[config.mk]
export PLATFORM = sky130hd
export DESIGN_NAME = axi_lite_master
export DESIGN_NICKNAME = d
export VERILOG_FILES = /design/src/rtl/axi_lite_master.sv
export SDC_FILE = /design/constraint.sdc
export NUM_CORES = 1
export LEC_CHECK = 0
export ABC_AREA = 1
export ABC_CLOCK_PERIOD_IN_PS = 1850
export CELL_PAD_IN_SITES_DETAIL_PLACEMENT = 2
export CELL_PAD_IN_SITES_GLOBAL_PLACEMENT = 2
export CORE_ASPECT_RATIO = 1.75
export CORE_MARGIN = 2
export CORE_UTILIZATION = 23
export CTS_BUF_LIST = sky130_fd_sc_hd__clkbuf_8
export CTS_CLUSTER_SIZE = 30
export DETAILED_ROUTE_END_ITERATION = 10
export GPL_TIMING_DRIVEN = 1
export MAX_ROUTING_LAYER = met4
export PLACE_DENSITY_LB_ADDON = 0.1
export SLEW_MARGIN = 20
export SYNTH_ARGS = -nofsm -noshare
export SYNTH_HDL_FRONTEND = slang
export SYNTH_SLANG_ARGS = --single-unit
[constraint.sdc]
create_clock -name aclk -period 1.85 [get_ports aclk]
set_clock_uncertainty 0.15 [all_clocks]
set_input_delay 0.555 -clock aclk [delete_from_list [all_inputs] [get_ports aclk]]
set_output_delay 0.555 -clock aclk [all_outputs]
set_load 0.01 [all_outputs]
[src/rtl/axi_lite_master.sv]
// AXI4-Lite master: turns single-word write/read commands into AXI4-Lite channel transactions.
// Build option AXI_LITE_MASTER_WSTRB_EN adds a wstrb_in port for per-write byte strobes.
//
// state        | meaning
// W_IDLE       | write path free, waiting for start_write
// W_ADDR_DATA  | AW and/or W beat still outstanding
// W_RESP       | both beats accepted, waiting for B
// R_IDLE       | read path free, waiting for start_read
// R_ADDR       | AR beat outstanding
// R_DATA       | waiting for R
module axi_lite_master #(
    parameter int ADDR_WIDTH = 32,
    parameter int DATA_WIDTH = 32
) (
    input  logic                      aclk,
    input  logic                      aresetn,
    input  logic                      start_write,
    input  logic [ADDR_WIDTH-1:0]     waddr,
    input  logic [DATA_WIDTH-1:0]     wdata,
`ifdef AXI_LITE_MASTER_WSTRB_EN
    input  logic [DATA_WIDTH/8-1:0]   wstrb_in,
`endif
    output logic                      w_busy,
    output logic                      w_done,
    output logic                      w_error,
    input  logic                      start_read,
    input  logic [ADDR_WIDTH-1:0]     raddr,
    output logic                      r_busy,
    output logic                      r_done,
    output logic                      r_error,
    output logic [DATA_WIDTH-1:0]     rdata,
    output logic [ADDR_WIDTH-1:0]     axi_awaddr,
    output logic [2:0]                axi_awprot,
    output logic                      axi_awvalid,
    input  logic                      axi_awready,
    output logic [DATA_WIDTH-1:0]     axi_wdata,
    output logic [DATA_WIDTH/8-1:0]   axi_wstrb,
    output logic                      axi_wvalid,
    input  logic                      axi_wready,
    input  logic [1:0]                axi_bresp,
    input  logic                      axi_bvalid,
    output logic                      axi_bready,
    output logic [ADDR_WIDTH-1:0]     axi_araddr,
    output logic [2:0]                axi_arprot,
    output logic                      axi_arvalid,
    input  logic                      axi_arready,
    input  logic [DATA_WIDTH-1:0]     axi_rdata,
    input  logic [1:0]                axi_rresp,
    input  logic                      axi_rvalid,
    output logic                      axi_rready
);

    localparam logic [1:0] W_IDLE      = 2'd0;
    localparam logic [1:0] W_ADDR_DATA = 2'd1;
    localparam logic [1:0] W_RESP      = 2'd2;

    localparam logic [1:0] R_IDLE = 2'd0;
    localparam logic [1:0] R_ADDR = 2'd1;
    localparam logic [1:0] R_DATA = 2'd2;

    logic [1:0] w_state;
    logic [1:0] r_state;
    logic       unused_resp;

    // Only resp[1] separates OKAY/EXOKAY from SLVERR/DECERR.
    assign unused_resp = axi_bresp[0] ^ axi_rresp[0];
    assign axi_awprot  = 3'b000;
    assign axi_arprot  = 3'b000;

    always_ff @(posedge aclk or negedge aresetn) begin
        if (!aresetn) begin
            w_state     <= W_IDLE;
            axi_awaddr  <= '0;
            axi_wdata   <= '0;
            axi_wstrb   <= '0;
            axi_awvalid <= 1'b0;
            axi_wvalid  <= 1'b0;
            axi_bready  <= 1'b0;
            w_busy      <= 1'b0;
            w_done      <= 1'b0;
            w_error     <= 1'b0;
        end else begin
            w_done <= 1'b0;
            case (w_state)
                W_IDLE: begin
                    if (start_write) begin
                        axi_awaddr  <= waddr;
                        axi_wdata   <= wdata;
`ifdef AXI_LITE_MASTER_WSTRB_EN
                        axi_wstrb   <= wstrb_in;
`else
                        axi_wstrb   <= '1;
`endif
                        axi_awvalid <= 1'b1;
                        axi_wvalid  <= 1'b1;
                        w_busy      <= 1'b1;
                        w_error     <= 1'b0;
                        w_state     <= W_ADDR_DATA;
                    end
                end
                W_ADDR_DATA: begin
                    if (axi_awready) axi_awvalid <= 1'b0;
                    if (axi_wready)  axi_wvalid  <= 1'b0;
                    // AW and W may complete in either order or together.
                    if ((!axi_awvalid || axi_awready) && (!axi_wvalid || axi_wready)) begin
                        axi_bready <= 1'b1;
                        w_state    <= W_RESP;
                    end
                end
                W_RESP: begin
                    if (axi_bvalid) begin
                        axi_bready <= 1'b0;
                        w_error    <= axi_bresp[1];
                        w_done     <= 1'b1;
                        w_busy     <= 1'b0;
                        w_state    <= W_IDLE;
                    end
                end
                default: w_state <= W_IDLE;
            endcase
        end
    end

    always_ff @(posedge aclk or negedge aresetn) begin
        if (!aresetn) begin
            r_state     <= R_IDLE;
            axi_araddr  <= '0;
            axi_arvalid <= 1'b0;
            axi_rready  <= 1'b0;
            rdata       <= '0;
            r_busy      <= 1'b0;
            r_done      <= 1'b0;
            r_error     <= 1'b0;
        end else begin
            r_done <= 1'b0;
            case (r_state)
                R_IDLE: begin
                    if (start_read) begin
                        axi_araddr  <= raddr;
                        axi_arvalid <= 1'b1;
                        r_busy      <= 1'b1;
                        r_error     <= 1'b0;
                        r_state     <= R_ADDR;
                    end
                end
                R_ADDR: begin
                    if (axi_arready) begin
                        axi_arvalid <= 1'b0;
                        axi_rready  <= 1'b1;
                        r_state     <= R_DATA;
                    end
                end
                R_DATA: begin
                    if (axi_rvalid) begin
                        axi_rready <= 1'b0;
                        rdata      <= axi_rdata;
                        r_error    <= axi_rresp[1];
                        r_done     <= 1'b1;
                        r_busy     <= 1'b0;
                        r_state    <= R_IDLE;
                    end
                end
                default: r_state <= R_IDLE;
            endcase
        end
    end

endmodule

# After elaboration in Yosys (flattened, before gate mapping)
# Cells that the tools add are included.
dict set report totals {
  in_bits 141
  wordCells 89
  register_bits 144
}
dict set report op_classes {
  reduce_logical 25
  eq_ne 12
  n_mux 34
}
# operator count
set op_table {}
lappend op_table {{3-bit AND reduction} 9}
lappend op_table {{1-bit one-hot mux with 2 select lines} 9}
lappend op_table {{1-bit two-way mux} 17}
lappend op_table {{2-bit != test, second input constant} 8}
lappend op_table {{2-bit two-way mux} 6}
lappend op_table {{2-bit one-hot mux with 3 select lines} 2}
lappend op_table {{2-bit nonzero test} 6}
lappend op_table {{2-bit AND reduction} 3}
lappend op_table {{2-bit by 1-bit equality test with 1-bit output, second input constant} 2}
lappend op_table {{2-bit equality test, second input constant} 2}
lappend op_table {{2-bit logical NOT} 2}
lappend op_table {{1-bit logical NOT} 2}
lappend op_table {{1-bit logical OR} 2}
lappend op_table {{1-bit logical AND} 1}

# Depth between registers and ports, before layout
# Gate-level depths: netlist of run 1.
dict set report depth {
  depth_word 5
  mapped_depth 7
  ltp_nobuf 6
}

# Least setup slack after synthesis of run 1
# No wires, ideal clock.
dict set report synth_timing {
  path_type {input-to-reg}
  start {input port axi_rvalid}
  end {register rdata[10]}
  t_required_ns 1.583
  path_stages 6
  t_arrival_ns 1.090
  n_path_buf 1
  setup_slack_ns 0.493
  cell_sequence {inv_1 > nor2_8 > inv_6 > buf_6 > nand2_1 > nand2_1}
}
dict set report synth_via {
  elab_chain_cells 1
}
# element line
set synth_lines {}
lappend synth_lines {{start: declaration} 49} ;# input logic axi_rvalid,
lappend synth_lines {{2-bit AND reduction (no line)} n/a}
lappend synth_lines {{end signal: assignment} 156} ;# rdata <= axi_rdata;
lappend synth_lines {{end: declaration} 31} ;# output logic [DATA_WIDTH-1:0] rdata,
# Every way passes these cells.
# A chain may end at the register's enable or synchronous reset.

==> out/results.ini, run 1 <==
[placement]
dpl_worst_slack_ns = -0.117
portBuffers = 281
placed_area_um2 = 8950
dp_hpwl_um = 16600
placedCellCount = 1209
gp_congestion = 0.747

[routing]
wire_per_inst_um = 17.7
drtPass1Iterations = 4
drt-initial-drc-count = 158
ant_nets = 0
vias = 5591
drc = 0
vias_per_cell = 4.37
wirelength_um = 22600

[power_and_ir_drop]
totalPowerFinal_mw = 14.3
p_leak_nw = 4.80
p_per_area_nw_per_um2 = 1610
worst_ir_drop_vdd_v = 0.000560

[critical_path]
end_kind = primary output
arrival_ns = 1.13
critPathLaunchType = register
max_stage_delay_ns = 0.42
worst_r2r_startpoint = r_state[1]
reg2reg_slack_ns = 0.39
worstSetupPathType = register to primary output
cp.required_ns = 1.14
cp_max_fo = 4
worstReg2RegEnd = axi_araddr[21]
reg2reg_depth = 4
crit_slowest_cell = dfrtp_1
cpMostUsedCell = buf_6
path_cells = buf_6 > buf_6

[cells_and_area]
instances_no_fill = 1278
fillerInstances = 2773
area_growth_pct = 55.0
fin_nets = 1093
drive_gt1_share_pct = 24.4
final_util_pct = 36.2
final_cell_area_um2 = 8920

[min_path]
hp-class = input port to register
hold-path-cell-count = 3
min-delay-start = start_write
holdPathEnd = axi_awaddr[19]

[sta]
finalCriticalPeriod_ns = 1.84
fin_tns_setup_ns = 0
final.period_utilization_pct = 99.4
slew_viol_final = 0
whs_ns = 0.302
final.setup.worst_slack_ns = 0.0114
rsz0062_at_grt = yes
finalSetupViolCount = 0
max_freq_mhz = 544
finalHoldViolations = 0

[clock_network]
cts_max_level = 4
insertion_delay_ns = 0.48
cts-root-buf = clkbuf_8
cts_made_buffers = 17
cts_buffer_depth = 2
cts_tree = done
cts_sinks = 144
clk_pin_slew_ns = 0.08

[die]
chipWidth_um = 124
io_pins = 290
num_rows = 76
core_um2 = 24600
dieArea_um2 = 26300
fp.dieH_um = 213
start_util_pct = 23.4

[global_routing]
grt_max_degree = 43
grt_pass1_vias = 6322
antenna_found_initial = 2
globalRouteOverflowTotal = 0
grt_pass1_wl_um = 34600
grt.total_usage_pct = 18.2

[yosys]
ys_warn_count = 0
ys_async_sr_fraction_pct = 100
synth_area_per_cell_um2 = 9.03
netlist_area_um2 = 5750
synth_cell_type_count = 21
synth_flop_cell = dfrtp_1
synth_top_area_share_pct = 62.6
yosys.area.top_type = dfrtp_1
synth-edff-count = 0
synthTopCellsByArea = dfrtp_1 (63%), nand2_1 (20%), nand3_1 (8.8%)
ys_seq_area_share_pct = 62.6
netlist_instances = 637
ys_seq_elements = 144

[run_status]
status = completed

[job]
max_cap_violations = 0

[per-layer routing]
layer	wire length [um]	up-vias	part of all wire, %	track usage [%]
met5	0	-	0	-
met4	760	0	3.4	8.58
met3	1630	37	7.2	6.22
met2	11900	200	52	31.0
met1	8340	2750	37	18.6
li1	-	2604	-	-
[kinds of logic after synthesis]
| logic type | synth area share (%) |
|---|---|
| compound gates | 0.566 |
| buf+inv | 6.00 |
| flops | 62.6 |
| other cells | 0.0652 |
| simple gates | 30.7 |
[worst max path at each step]
stage | startpoint | endpoint | slack, ns | cells after the start
after floorplan | axi_rvalid | rdata[10] | 0.49 | 6
after global placement | axi_rvalid | rdata[23] | -0.03 | 6
after detailed placement | axi_rvalid | rdata[10] | -0.12 | 6
after CTS | axi_wstrb[0] | axi_wstrb[2] | -0.05 | 2
after global routing | axi_wstrb[0] | axi_wstrb[2] | -0.08 | 2
final | axi_wstrb[0] | axi_wstrb[2] | 0.01 | 2
[cell usage in the layout, fill, tap and decap left out]
cell and n:
a21oi_1 3, buf_12 9, buf_2 141, buf_4 45
buf_6 3, bufinv_16 2, clkbuf_8 21, clkdlybuf4s15_1 1
clkdlybuf4s15_2 1, clkdlybuf4s50_1 136, clkinv_2 4, conb_1 6
dfrtp_1 144, diode_2 2, dlygate4sd3_1 1, inv_1 16
inv_2 1, inv_6 1, nand2_1 313, nand2_2 3
nand2_4 1, nand3_1 101, nor2_1 5, nor2_4 2
nor2_8 1, o21ai_0 2, o31ai_1 1
[cell usage after synthesis, types with 2 or more instances]
cell,count
a21oi_1,3
buf_4,15
nand3_1,101
nand2_1,313
buf_2,11
dfrtp_1,144
nor2_1,5
buf_6,6
o21ai_0,2
buf_1,2
nand2_2,3
inv_1,12
clkbuf_1,12
[what timing repair did]
item	4_1_cts	5_1_grt
hold buffers	1	0
hold endpoints to repair	28	0
gates resized for setup	563	8
setup buffers	30	5
setup endpoints to repair	143	10
[where the power goes]
| part | internal [mW] | switching (mW) |
|---|---|---|
| Combinational | 2.68 | 3.73 |
| Clock | 1.30 | 1.22 |
| Sequential | 4.61 | 0.793 |
[layout make-up]
type	count	area, um^2	share of cell area, %
repair buffers	337	2650	29.7
diodes	2	5.00	0.0561
flip-flops and latches	144	3600	40.4
clock buffers	21	289	3.24
well taps	312	390	4.38
multi-input cells	438	1830	20.5
clock inverters	10	95.1	1.07
inverters	14	57.6	0.645
[registers in the layout (all words and copies together), names as in the netlist]
signal / cells
axi_araddr: 32
axi_awaddr: 32
axi_wdata: 32
rdata: 32
r_state: 2
w_state: 2
axi_arvalid: 1
axi_awvalid: 1
axi_bready: 1
axi_rready: 1
axi_wstrb: 1
axi_wvalid: 1
r_busy: 1
r_done: 1
r_error: 1
w_busy: 1
w_done: 1
w_error: 1
[worst max-delay path: cells and delay by family, from the launching register on]
family   cells  cell delay, ns
flops        1            0.42
buf+inv      2            0.24
Note: power is estimated with default switching activity, not from simulation.
==> inputs of run 2 (changes only) <==
--- a/config.mk
+++ b/config.mk
@@ -18,7 +18,6 @@
 export GPL_TIMING_DRIVEN = 1
 export MAX_ROUTING_LAYER = met4
 export PLACE_DENSITY_LB_ADDON = 0.1
-export SLEW_MARGIN = 20
 export SYNTH_ARGS = -nofsm -noshare
 export SYNTH_HDL_FRONTEND = slang
 export SYNTH_SLANG_ARGS = --single-unit
==> results of run 2 <==
Final layout, timing and power as in run 1 (identical DEF).
